### src/rtl/master_write_dma.sv
// AXI write-channel initiator for the DMA engine.
// Issues one INCR burst on AW, streams buffer beats on W, then collects B.
module master_write_dma #(
  parameter int ADDR_W = 32,
  parameter int DATA_W = 32,
  parameter int ID_W   = 4,
  parameter int LEN_W  = 4,
  parameter int MST_ID = 0
) (
  input  logic                clock,
  input  logic                reset,
  input  logic                start,
  input  logic [ADDR_W-1:0]   start_addr,
  input  logic [LEN_W-1:0]    start_len,
  input  logic [DATA_W-1:0]   data_in,
  input  logic [DATA_W/8-1:0] strb_in,
  input  logic                data_valid,
  output logic                data_ready,
  output logic                busy,
  output logic                done,
  output logic                error,
  output logic [ID_W-1:0]     AWID,
  output logic [ADDR_W-1:0]   AWADDR,
  output logic [LEN_W-1:0]    AWLEN,
  output logic [2:0]          AWSIZE,
  output logic [1:0]          AWBURST,
  output logic                AWVALID,
  input  logic                AWREADY,
  output logic [DATA_W-1:0]   WDATA,
  output logic [DATA_W/8-1:0] WSTRB,
  output logic                WLAST,
  output logic                WVALID,
  input  logic                WREADY,
  input  logic [ID_W-1:0]     BID,
  input  logic [1:0]          BRESP,
  input  logic                BVALID,
  output logic                BREADY
);

  localparam int STRB_W = DATA_W / 8;
  localparam logic [ID_W-1:0] ID_C = ID_W'(MST_ID);

  typedef enum logic [1:0] {
    IDLE,
    BURST,
    RESP
  } state_t;

  state_t              state_q;
  logic [ADDR_W-1:0]   awaddr_q;
  logic [LEN_W-1:0]    awlen_q;
  logic                awvalid_q;
  logic                aw_done_q;
  logic [DATA_W-1:0]   wdata_q;
  logic [STRB_W-1:0]   wstrb_q;
  logic                wlast_q;
  logic                wvalid_q;
  logic                w_done_q;
  logic [LEN_W:0]      loaded_q;
  logic                bready_q;
  logic                busy_q;
  logic                done_q;
  logic                error_q;

  logic [LEN_W:0]      beats;
  logic                load;
  logic                aw_hs;
  logic                w_hs;
  logic                w_last_hs;
  logic                aw_ok;
  logic                w_ok;
  logic                b_err;

  assign beats = {1'b0, awlen_q} + (LEN_W+1)'(1);

  // Single holding register on W: refill only when empty or draining.
  assign data_ready = (state_q == BURST)
                    && (!wvalid_q || WREADY)
                    && (loaded_q < beats);

  assign load      = data_valid && data_ready;
  assign aw_hs     = awvalid_q && AWREADY;
  assign w_hs      = wvalid_q && WREADY;
  assign w_last_hs = w_hs && wlast_q;
  assign aw_ok     = aw_done_q || aw_hs;
  assign w_ok      = w_done_q || w_last_hs;
  assign b_err     = (BRESP != 2'b00) || (BID != ID_C);

  always_ff @(posedge clock or negedge reset) begin
    if (!reset) begin
      state_q   <= IDLE;
      awaddr_q  <= '0;
      awlen_q   <= '0;
      awvalid_q <= 1'b0;
      aw_done_q <= 1'b0;
      wdata_q   <= '0;
      wstrb_q   <= '0;
      wlast_q   <= 1'b0;
      wvalid_q  <= 1'b0;
      w_done_q  <= 1'b0;
      loaded_q  <= '0;
      bready_q  <= 1'b0;
      busy_q    <= 1'b0;
      done_q    <= 1'b0;
      error_q   <= 1'b0;
    end else begin
      done_q <= 1'b0;
      unique case (state_q)
        IDLE: begin
          if (start) begin
            awaddr_q  <= start_addr;
            awlen_q   <= start_len;
            awvalid_q <= 1'b1;
            aw_done_q <= 1'b0;
            w_done_q  <= 1'b0;
            wlast_q   <= 1'b0;
            loaded_q  <= '0;
            busy_q    <= 1'b1;
            error_q   <= 1'b0;
            state_q   <= BURST;
          end
        end
        BURST: begin
          if (aw_hs) begin
            awvalid_q <= 1'b0;
            aw_done_q <= 1'b1;
          end
          if (load) begin
            wdata_q  <= data_in;
            wstrb_q  <= strb_in;
            wvalid_q <= 1'b1;
            wlast_q  <= (loaded_q == {1'b0, awlen_q});
            loaded_q <= loaded_q + (LEN_W+1)'(1);
          end else if (w_hs) begin
            wvalid_q <= 1'b0;
            wlast_q  <= 1'b0;
          end
          if (w_last_hs) begin
            w_done_q <= 1'b1;
          end
          if (aw_ok && w_ok) begin
            bready_q <= 1'b1;
            state_q  <= RESP;
          end
        end
        RESP: begin
          if (BVALID) begin
            bready_q <= 1'b0;
            done_q   <= 1'b1;
            error_q  <= b_err;
            busy_q   <= 1'b0;
            state_q  <= IDLE;
          end
        end
        default: begin
          state_q <= IDLE;
        end
      endcase
    end
  end

  assign AWID    = ID_C;
  assign AWADDR  = awaddr_q;
  assign AWLEN   = awlen_q;
  assign AWSIZE  = 3'($clog2(STRB_W));
  assign AWBURST = 2'b01;
  assign AWVALID = awvalid_q;
  assign WDATA   = wdata_q;
  assign WSTRB   = wstrb_q;
  assign WLAST   = wlast_q;
  assign WVALID  = wvalid_q;
  assign BREADY  = bready_q;
  assign busy    = busy_q;
  assign done    = done_q;
  assign error   = error_q;

endmodule

### config.mk
export PLATFORM = sky130hd
export DESIGN_NAME = master_write_dma
export DESIGN_NICKNAME = d
export VERILOG_FILES = /design/src/rtl/master_write_dma.sv
export SDC_FILE = /design/constraint.sdc
export NUM_CORES = 1
export LEC_CHECK = 0
export ABC_AREA = 1
export BUFFER_PORTS_ARGS = -buffer_cell sky130_fd_sc_hd__buf_4
export CAP_MARGIN = 20
export CORE_AREA = 2 2 96 98
export DETAILED_ROUTE_END_ITERATION = 8
export DIE_AREA = 0 0 98 100
export PLACE_DENSITY = 0.76
export SLEW_MARGIN = 20
export SYNTH_ARGS = -nofsm -noshare
export SYNTH_HDL_FRONTEND = slang
export SYNTH_SLANG_ARGS = --single-unit
export TNS_END_PERCENT = 30
### constraint.sdc
create_clock -name clock -period 5.6 [get_ports clock]
set_clock_uncertainty 0.05 [all_clocks]
set_input_delay 1.12 -clock clock [delete_from_list [all_inputs] [get_ports clock]]
set_output_delay 1.12 -clock clock [all_outputs]
set_load 0.02 [all_outputs]
# == Yosys cells after proc, flatten, opt, wreduce, memory -nomap -nowiden ==
# Cells that the tools add are included.
# totals
ff_bits,88
latchBits,0
ramBits,0
romBits,0
in_bits,85
output_inout_bits,89
mem_count,0
# op_classes
add_sub_neg,2
multipliers,0
n_div,0
n_lt_le_gt_ge,1
eq_ne,10
n_shift,0
mux,27
n_bitwise,0
reduce_logical,29
# op_table
cell,count
$reduce_and 3->1,7
$pmux 1 s2,7
$mux 1,13
$mux 5,2
$ne 2x2->1 const B,5
$pmux 5 s2,1
$reduce_bool 2->1,5
$logic_and 1x1->1,7
$mux 2,3
$pmux 2 s3,1
$reduce_and 2->1,3
$add 4x1->5 const B,1
$add 5x1->5 const B,1
$eq 5x4->1,1
$lt 5x5->1,1
$logic_or 1x1->1,4
$reduce_bool 4->1,1
$ne 3x3->1 const B,1
$eq 2x1->1 const B,1
$eq 2x2->1 const B,1
$logic_not 2->1,1
$ne 2x1->1 const B,1
$logic_not 1->1,1

# == Longest topological paths before layout ==
# Gate-level depths: netlist of the first run.
# logic_depth
word_depth,7
ltp_mapped,11
mapped_depth_nobuf,10

# == Worst setup path before layout of the first run ==
# Ideal clock, no wire load.
# synth_timing
kind,input-to-output
start,input port WREADY
end,output port data_ready
t_arrival_ns,1.777
setup_slack_ns,2.653
stages,7
n_path_buf,1
cell_sequence,inv_1 -> nand2_1 -> nand2_1 -> nor2_4 -> nand2_2 -> nor2_4 -> buf_6
# synth_via
elab_chain_cells,3
# synth_rtl
item,line_no,rtl
from (decl),33,"input logic WREADY,"
$logic_or 1x1->1,78,&& (!wvalid_q || WREADY)
$logic_and 1x1->1,78,
$logic_and 1x1->1,79,&& (loaded_q < beats);
to (decl),18,"output logic data_ready,"
# No other way between the ends.

# == Worst setup path after layout of the first run ==
# layout_timing
start,register awlen_q[0] (netlist: AWLEN[0])
end,output port data_ready
# layout_via
elab_chain_cells,3
# layout_rtl
item,line_no,rtl
from (decl),51,logic [LEN_W-1:0] awlen_q;
from (signal assigned),112,awlen_q <= start_len;
$add 4x1->5,74,"assign beats = {1'b0, awlen_q} + (LEN_W+1)'(1);"
$lt 5x5->1,79,
$logic_and 1x1->1,79,
# No other way between the ends.

==> results of run 1 <==
[cells in the mapped netlist (all sizes together) (2+ instances only)]
| library cell | n |
|---|---|
| nand2 | 213 |
| dfrtp | 88 |
| nand3 | 53 |
| buf | 29 |
| inv | 20 |
| nor2 | 16 |
| ha | 7 |
| o21ai | 6 |
| xnor2 | 3 |
| xor2 | 3 |
| conb | 2 |
| nor3 | 2 |
[registers in the layout, indices dropped and copies added, names as in the netlist]
name and flops:
WLAST 1, error 1, aw_done_q 1, BREADY 1
AWLEN 4, WVALID 1, w_done_q 1, AWVALID 1
done 1, WSTRB 4, state_q 2, WDATA 32
AWADDR 32, busy 1, loaded_q 5
[cell families (layout without fill, tap and decap cells)]
group,after synthesis,after routing
AO/OA/AOI/OAI,9,9
XOR/XNOR,6,6
adder cells (fa/ha/maj),7,7
buffers and inverters,50,202
flip-flops,88,88
other,2,9
AND/OR/NAND/NOR,286,286
[metrics by stage]
| step | total power [mW] | instances |
|---|---|---|
| 2_1_floorplan | 2.20 | 455 |
| 3_3_place_gp | 2.75 | 702 |
| 3_5_place_dp | 2.80 | 702 |
| 4_1_cts | 3.23 | 718 |
| 5_1_grt | 3.45 | 718 |
| 6_report | 3.19 | 718 |
[critical path, stage by stage, from the launching register on]
cell and delay [ps]:
sky130_fd_sc_hd__dfrtp_1 420, sky130_fd_sc_hd__ha_1 240, sky130_fd_sc_hd__xnor2_1 170, sky130_fd_sc_hd__ha_1 270, sky130_fd_sc_hd__inv_1 60, sky130_fd_sc_hd__nor2_1 40, sky130_fd_sc_hd__nand2_1 130, sky130_fd_sc_hd__nand2_2 90
sky130_fd_sc_hd__nor2_4 70, sky130_fd_sc_hd__buf_4 360, sky130_fd_sc_hd__buf_4 220
[cell type report]
cell class                      instances  area share [%]
Tap cell                              111            2.64
Clock buffer                           11            2.49
Multi-Input combinational cell        317            26.9
Inverter                               20            1.42
Timing Repair Buffer                  166            23.7
Clock inverter                          5            1.09
Sequential cell                        88            41.8
[report_power, final]
| group | switching, mW | internal [mW] |
|---|---|---|
| Clock | 0.216 | 0.206 |
| Combinational | 1.01 | 0.647 |
| Sequential | 0.184 | 0.930 |
| Total | 1.41 | 1.78 |
[final timing paths]
kind                            cells after the start  slack, ps  startpoint           to
worst max-delay path                               10       2000    AWLEN[0]   data_ready
worst min-delay path                                2        430        busy         busy
worst min register to register                      2        430        busy         busy
worst max register to register                      5       3030  state_q[0]     AWLEN[0]
max in group asynchronous                           1       4210       reset  loaded_q[1]
min in group asynchronous                           1        790       reset    WDATA[13]
[per-layer routing]
layer	vias to the layer above	share of wire [%]	wire length, um	track usage [%]
met1	1563	43	3830	22.4
met4	0	1.5	136	7.91
li1	1684	-	-	-
met5	-	0	0	0
met2	130	47	4260	31.2
met3	10	8.7	782	5.50
==> reports/results.env, run 1 <==
CRITPATHKIND='reg2out'
MULTI_INPUT_LOGIC_AREA_UM2=1420
DATA_ARRIVAL_TIME_AT_THE_WORST_SLACK_ENDPOINT_PS=2430
RESULT_OF_THE_RUN='completed'
GRT_USE_TOTAL_PCT=18.6
FINALCRITPERIODSHARE_PCT=64.3
FINALCRITICALPERIOD_PS=3600
POST_SYNTH.CELL_AREA_AVG_UM2=8.64
SYNTH_EDF_COUNT=0
WL_PER_CELL_UM=12.5
SYNTH_TOP_AREA_CELL='sky130_fd_sc_hd__dfrtp_1'
SYNTH_AREA_LEADERS='sky130_fd_sc_hd__dfrtp_1 57%, sky130_fd_sc_hd__nand2_1 21%, sky130_fd_sc_hd__nand3_1 6.7%'
DETAIL_ROUTE.VIAS_PER_CELL=4.72
NUMCTSBUFFERS=9
MAX_CLOCK_FREQ_MHz=278
SYNTH_COMPOUND_AREA_SHARE_PCT=1.33
MAX-CLOCK-PATH-BUFFERS=2
POSTCTS_RESIZE_CNT=0
PRE_CTS_WS_PS=2170
CTS.SINKS=88
HTREE_LEVELS=3
DP_HPWL_UM=6250
FINALWIRELENGTH_UM=9010
GRT_PASS1_VIAS=3326
FINAL_CELL_AREA_UM2=5270
HOLDWS_PS=433
LARGEST_NET_DEGREE_AT_THE_START_OF_GLOBAL_ROUTING=89
NUMBER_OF_DRC_VIOLATIONS_AFTER_DETAILED_ROUTING=0
COMMONEST_NON_FILL_NON_TAP_CELL_IN_THE_LAYOUT='sky130_fd_sc_hd__nand2_1'
LAYOUT_SETUP_WS_PS=2000
YS_SEQ_AREA_SHARE_PCT=56.9
START_UTIL_PCT=43.5
RSZ0062_AT_GRT='no'
TIMING_HOLD_VIOLATIONS_FINAL=0
CRITPATHMAXFANOUT=40
FIRSTDRTPASSITERS=6
PORT-BUFFER-COUNT=164
ANTENNA_FOUND_INITIAL=0
TIMING.SLEW.HEADROOM_PCT=34.7
POST-CTS-SETUP-BUFFERS=0
PWR_DENSITY_CELL_nW_PER_UM2=606
DRV.MAX_CAP_VIOLATION_COUNT=0
ROOT_BUFFER='sky130_fd_sc_hd__clkbuf_8'
PLACEMENTROWS=35
DETAIL_ROUTE.ITER0.VIOLATIONS=145
SYNTHTOLAYOUTAREAGROWTH_PCT=36.2
TIMING.CRITICAL_PATH.TO_TYPE='output pin'
GLOBALROUTEOVERFLOWTOTAL=0
NUM-NETS-FINAL=694
BOUNDARYPINS=174
ANTENNA_CELLS=0
DIE-AREA_UM2=9800
POSTSYNTHCELLCOUNT=448
MAIN_COMBINATIONAL_CELL_FAMILY_BY_AREA_AFTER_SYNTHESIS='simple AND/OR/NAND/NOR gates'
DRT.ANTENNA.VIOLATING_NETS=0
SYNTHFLOPTYPE='sky130_fd_sc_hd__dfrtp_1'
CRIT_PATH_START_KIND='register'
WORST_HOLD_PATH_TYPE='reg2reg'
CLK-INSERTION-DELAY-LATE_PS=350
SEQ_AREA_UM2=2200
DESIGN.CORE.AREA_UM2=8890
SYNTHMUXAREASHARE_PCT=0
POST_ROUTE_CELLS_DRIVE_ABOVE_1_SHARE_PCT=31.0
POSTPLACECELLAREA_UM2=5080
SYNTH-ADDER-AREA-SHARE_PCT=2.26
POST_SYNTH_NUM_CELL_TYPES=24
SETUP_TNS_PS=0
FLOORPLAN.DIE.HEIGHT_UM=100
SETUP_VIOLATIONS=0
N_FILL_CELL=782
CLKSLEWWORSTSETUPHOLDPATHS_PS=80
FINAL_CORE_UTIL_PCT=59.3
FINALWEIGHTEDCONGESTION=0.879
REQUIRED_PS=4430
WORST_SLEW_PIN_SLEW_PS=974
CTSHOLDBUFFERS=0
GRT_PASS1_WL_UM=14800
DIE_X_UM=98
POST_SYNTHESIS_SIMPLE_GATE_AREA_FRACTION_PCT=30.6
VIAS=3387
TRITONCTS='yes'
FINAL_CELL_MIX='212 x sky130_fd_sc_hd__nand2_1, 165 x sky130_fd_sc_hd__buf_4, 88 x sky130_fd_sc_hd__dfrtp_1'
FLOPS_LATCHES_SYNTH=88
POST-SYNTH-TOP-AREA-FRACTION_PCT=56.9
SLEW_VIOLATIONS=0
P_LEAK_nW=2.98
ASYNC_RESET_FF_SHARE_PCT=100
POST_SYNTH_XOR_AREA_FRACTION_PCT=1.36
YOSYS_WARNINGS=0
IR_DROP_V=0.000315
SYN_AREA_UM2=3870
Power figures use the tool's default switching activity.
==> inputs of run 2 (changes only) <==
CORE_AREA = 2 2 99 101   (was 2 2 96 98)
DIE_AREA = 0 0 101 103   (was 0 0 98 100)
PLACE_DENSITY = 0.75   (was 0.76)
clock period = 3 ns   (was 5.6 ns; I/O delays follow)
==> run 2 against run 1 <==
Net effect: global-route usage fell by 0.36 points; critical path depth fell by 1; routed wire length rose by 2.1%; flip-flop and latch count did not move; cell area rose by 0.90%; non-clock buffer count rose by 3; critical endpoint unchanged.
==> reports/results.env, run 2 (synthesis results as in run 1) <==
TIMING_HOLD_VIOLATIONS_FINAL=0
SETUP.REG_TO_REG.WORST_SLACK_PS=560
TRITONCTS='yes'
WL_MET1_UM=4100
PWR_DENSITY_CELL_nW_PER_UM2=1130
FINALCRITICALPERIOD_PS=2700
VIAS=3367
WORST_SLEW_PIN_SLEW_PS=641
FINAL_CORE_UTIL_PCT=56.2
ANTENNA_CELLS=0
NUM-NETS-FINAL=697
PORT-BUFFER-COUNT=164
POST-CTS-SETUP-BUFFERS=0
TIMING.HOLD.WORST_PATH_DEPTH=3
FINAL_CELL_MIX='212 x sky130_fd_sc_hd__nand2_1, 167 x sky130_fd_sc_hd__buf_4, 88 x sky130_fd_sc_hd__dfrtp_1'
FINALWEIGHTEDCONGESTION=0.868
FINALCRITPERIODSHARE_PCT=89.9
SYNTHTOLAYOUTAREAGROWTH_PCT=37.5
GRT_PASS1_VIAS=3253
CRIT_PATH_START_KIND='register'
HOLDCRITSTARTPOINT='start_addr[21]'
NUMCTSBUFFERS=9
CLK-INSERTION-DELAY-LATE_PS=350
DIE_X_UM=101
FINALWIRELENGTH_UM=9200
TIMING.HOLD.WORST_ENDPOINT='AWADDR[21]'
MAX_CLOCK_FREQ_MHz=371
CLKSLEWWORSTSETUPHOLDPATHS_PS=90
NUMBER_OF_DRC_VIOLATIONS_AFTER_DETAILED_ROUTING=0
PLACEMENTROWS=36
GRT_USE_TOTAL_PCT=18.2
DATA_ARRIVAL_TIME_AT_THE_WORST_SLACK_ENDPOINT_PS=2050
IR_DROP_V=0.000477
SLEW_VIOLATIONS=0
BOUNDARYPINS=174
R2R_END='loaded_q[4]'
N_FILL_CELL=854
CRITPATHMAXFANOUT=5
CTS.SINKS=88
WL_PER_CELL_UM=12.7
DETAIL_ROUTE.ITER0.VIOLATIONS=124
DETAIL_ROUTE.VIAS_PER_CELL=4.65
DETAILROUTE.WIRELENGTH.MET2_UM=4200
TIMING.CRITICAL_PATH.TO_TYPE='output pin'
WORSTREG2REGSTART='AWLEN[1]'
MAX-CLOCK-PATH-BUFFERS=2
CRITPATHKIND='reg2out'
FINALNONFILLERCELLS=724
SETUP_TNS_PS=0
FLOORPLAN.DIE.HEIGHT_UM=103
COMMONEST_NON_FILL_NON_TAP_CELL_IN_THE_LAYOUT='sky130_fd_sc_hd__nand2_1'
TIMING.SLEW.HEADROOM_PCT=57.2
WORST_HOLD_PATH_TYPE='in2reg'
LARGEST_NET_DEGREE_AT_THE_START_OF_GLOBAL_ROUTING=86
WORST_R2R_PATH_DEPTH=10
DIE-AREA_UM2=10400
GRT_PASS1_WL_UM=15000
HOLDWS_PS=391
GLOBALROUTEOVERFLOWTOTAL=0
HTREE_LEVELS=3
ANTENNA_FOUND_INITIAL=0
REQUIRED_PS=2350
DRV.MAX_CAP_VIOLATION_COUNT=0
DESIGN.CORE.AREA_UM2=9460
FIRSTDRTPASSITERS=4
SETUP.WORST_PATH.START='AWLEN[1]'
P_LEAK_nW=3.01
ROOT_BUFFER='sky130_fd_sc_hd__clkbuf_8'
DP_HPWL_UM=6510
RESULT_OF_THE_RUN='completed'
RSZ0062_AT_GRT='no'
PLACEDCELLCOUNT=707
POST_ROUTE_CELLS_DRIVE_ABOVE_1_SHARE_PCT=31.1
START_UTIL_PCT=40.9
POSTCTS_RESIZE_CNT=0
ROUTE.TOP_LAYER_USED='met4'
MET3ROUTEDLENGTH_UM=749
SETUP_VIOLATIONS=0
DRT.ANTENNA.VIOLATING_NETS=0
[run 2: cell count changes in the layout (fill, tap and decap cells not counted), sizes merged]
cell	before	now
clkinv	2	1
buf	166	168
clkbuf	11	12
inv	19	20
clkinvlp	3	2
dlygate4sd3	0	1
[run 2: area by class of cell]
cell class / count / area, um^2 / area share, %
Clock inverter: 4 / 53.8 / 1.01
Sequential cell: 88 / 2200 / 41.4
Inverter: 20 / 75.1 / 1.41
Timing Repair Buffer: 169 / 1280 / 24.1
Tap cell: 114 / 143 / 2.68
Clock buffer: 12 / 145 / 2.73
Multi-Input combinational cell: 317 / 1420 / 26.6
[run 2: how the worst max path moves through the flow]
stage / slack, ps / endpoint
2_1_floorplan: 610 / data_ready
3_3_place_gp: 720 / loaded_q[3]
3_5_place_dp: 570 / loaded_q[4]
4_1_cts: 270 / data_ready
5_1_grt: 170 / data_ready
6_report: 300 / data_ready
[run 2: where the power goes]
part           switching, mW  total (mW)  internal, mW
clock                  0.406       0.816         0.410
combinational           1.88        3.09          1.21
sequential             0.366        2.10          1.74
[run 2: routing by layer]
metal / global-route usage [%] / vias to the layer above
met5: 0 / -
met4: 7.17 / 0
met3: 4.75 / 13
met2: 29.3 / 140
met1: 23.7 / 1527
li1: - / 1687
[run 2: timing repair]
item / 4_1_cts / 5_1_grt
hold endpoints to repair: 3 / 0
hold buffers: 1 / 0
endpoints found under the setup margin: 0 / 0
[run 2: through the flow]
| step | power (mW) | worst slack (ps) | instance area [um^2] |
|---|---|---|---|
| after floorplan | 4.10 | 614 | 3890 |
| after global placement | 5.16 | 719 | 5110 |
| after detailed placement | 5.26 | 570 | 5110 |
| after CTS | 6.10 | 274 | 5320 |
| after global routing | 6.52 | 173 | 5320 |
| final | 6.01 | 304 | 5320 |
[run 2: worst max-delay path: stages, from the launching register on]
cell and delay, ps:
sky130_fd_sc_hd__dfrtp_1 450, sky130_fd_sc_hd__ha_1 240, sky130_fd_sc_hd__xnor2_1 140, sky130_fd_sc_hd__ha_1 300
sky130_fd_sc_hd__inv_1 50, sky130_fd_sc_hd__nor2_1 100, sky130_fd_sc_hd__nand2_1 120, sky130_fd_sc_hd__nand2_2 110
sky130_fd_sc_hd__nor2_4 40, sky130_fd_sc_hd__buf_4 160
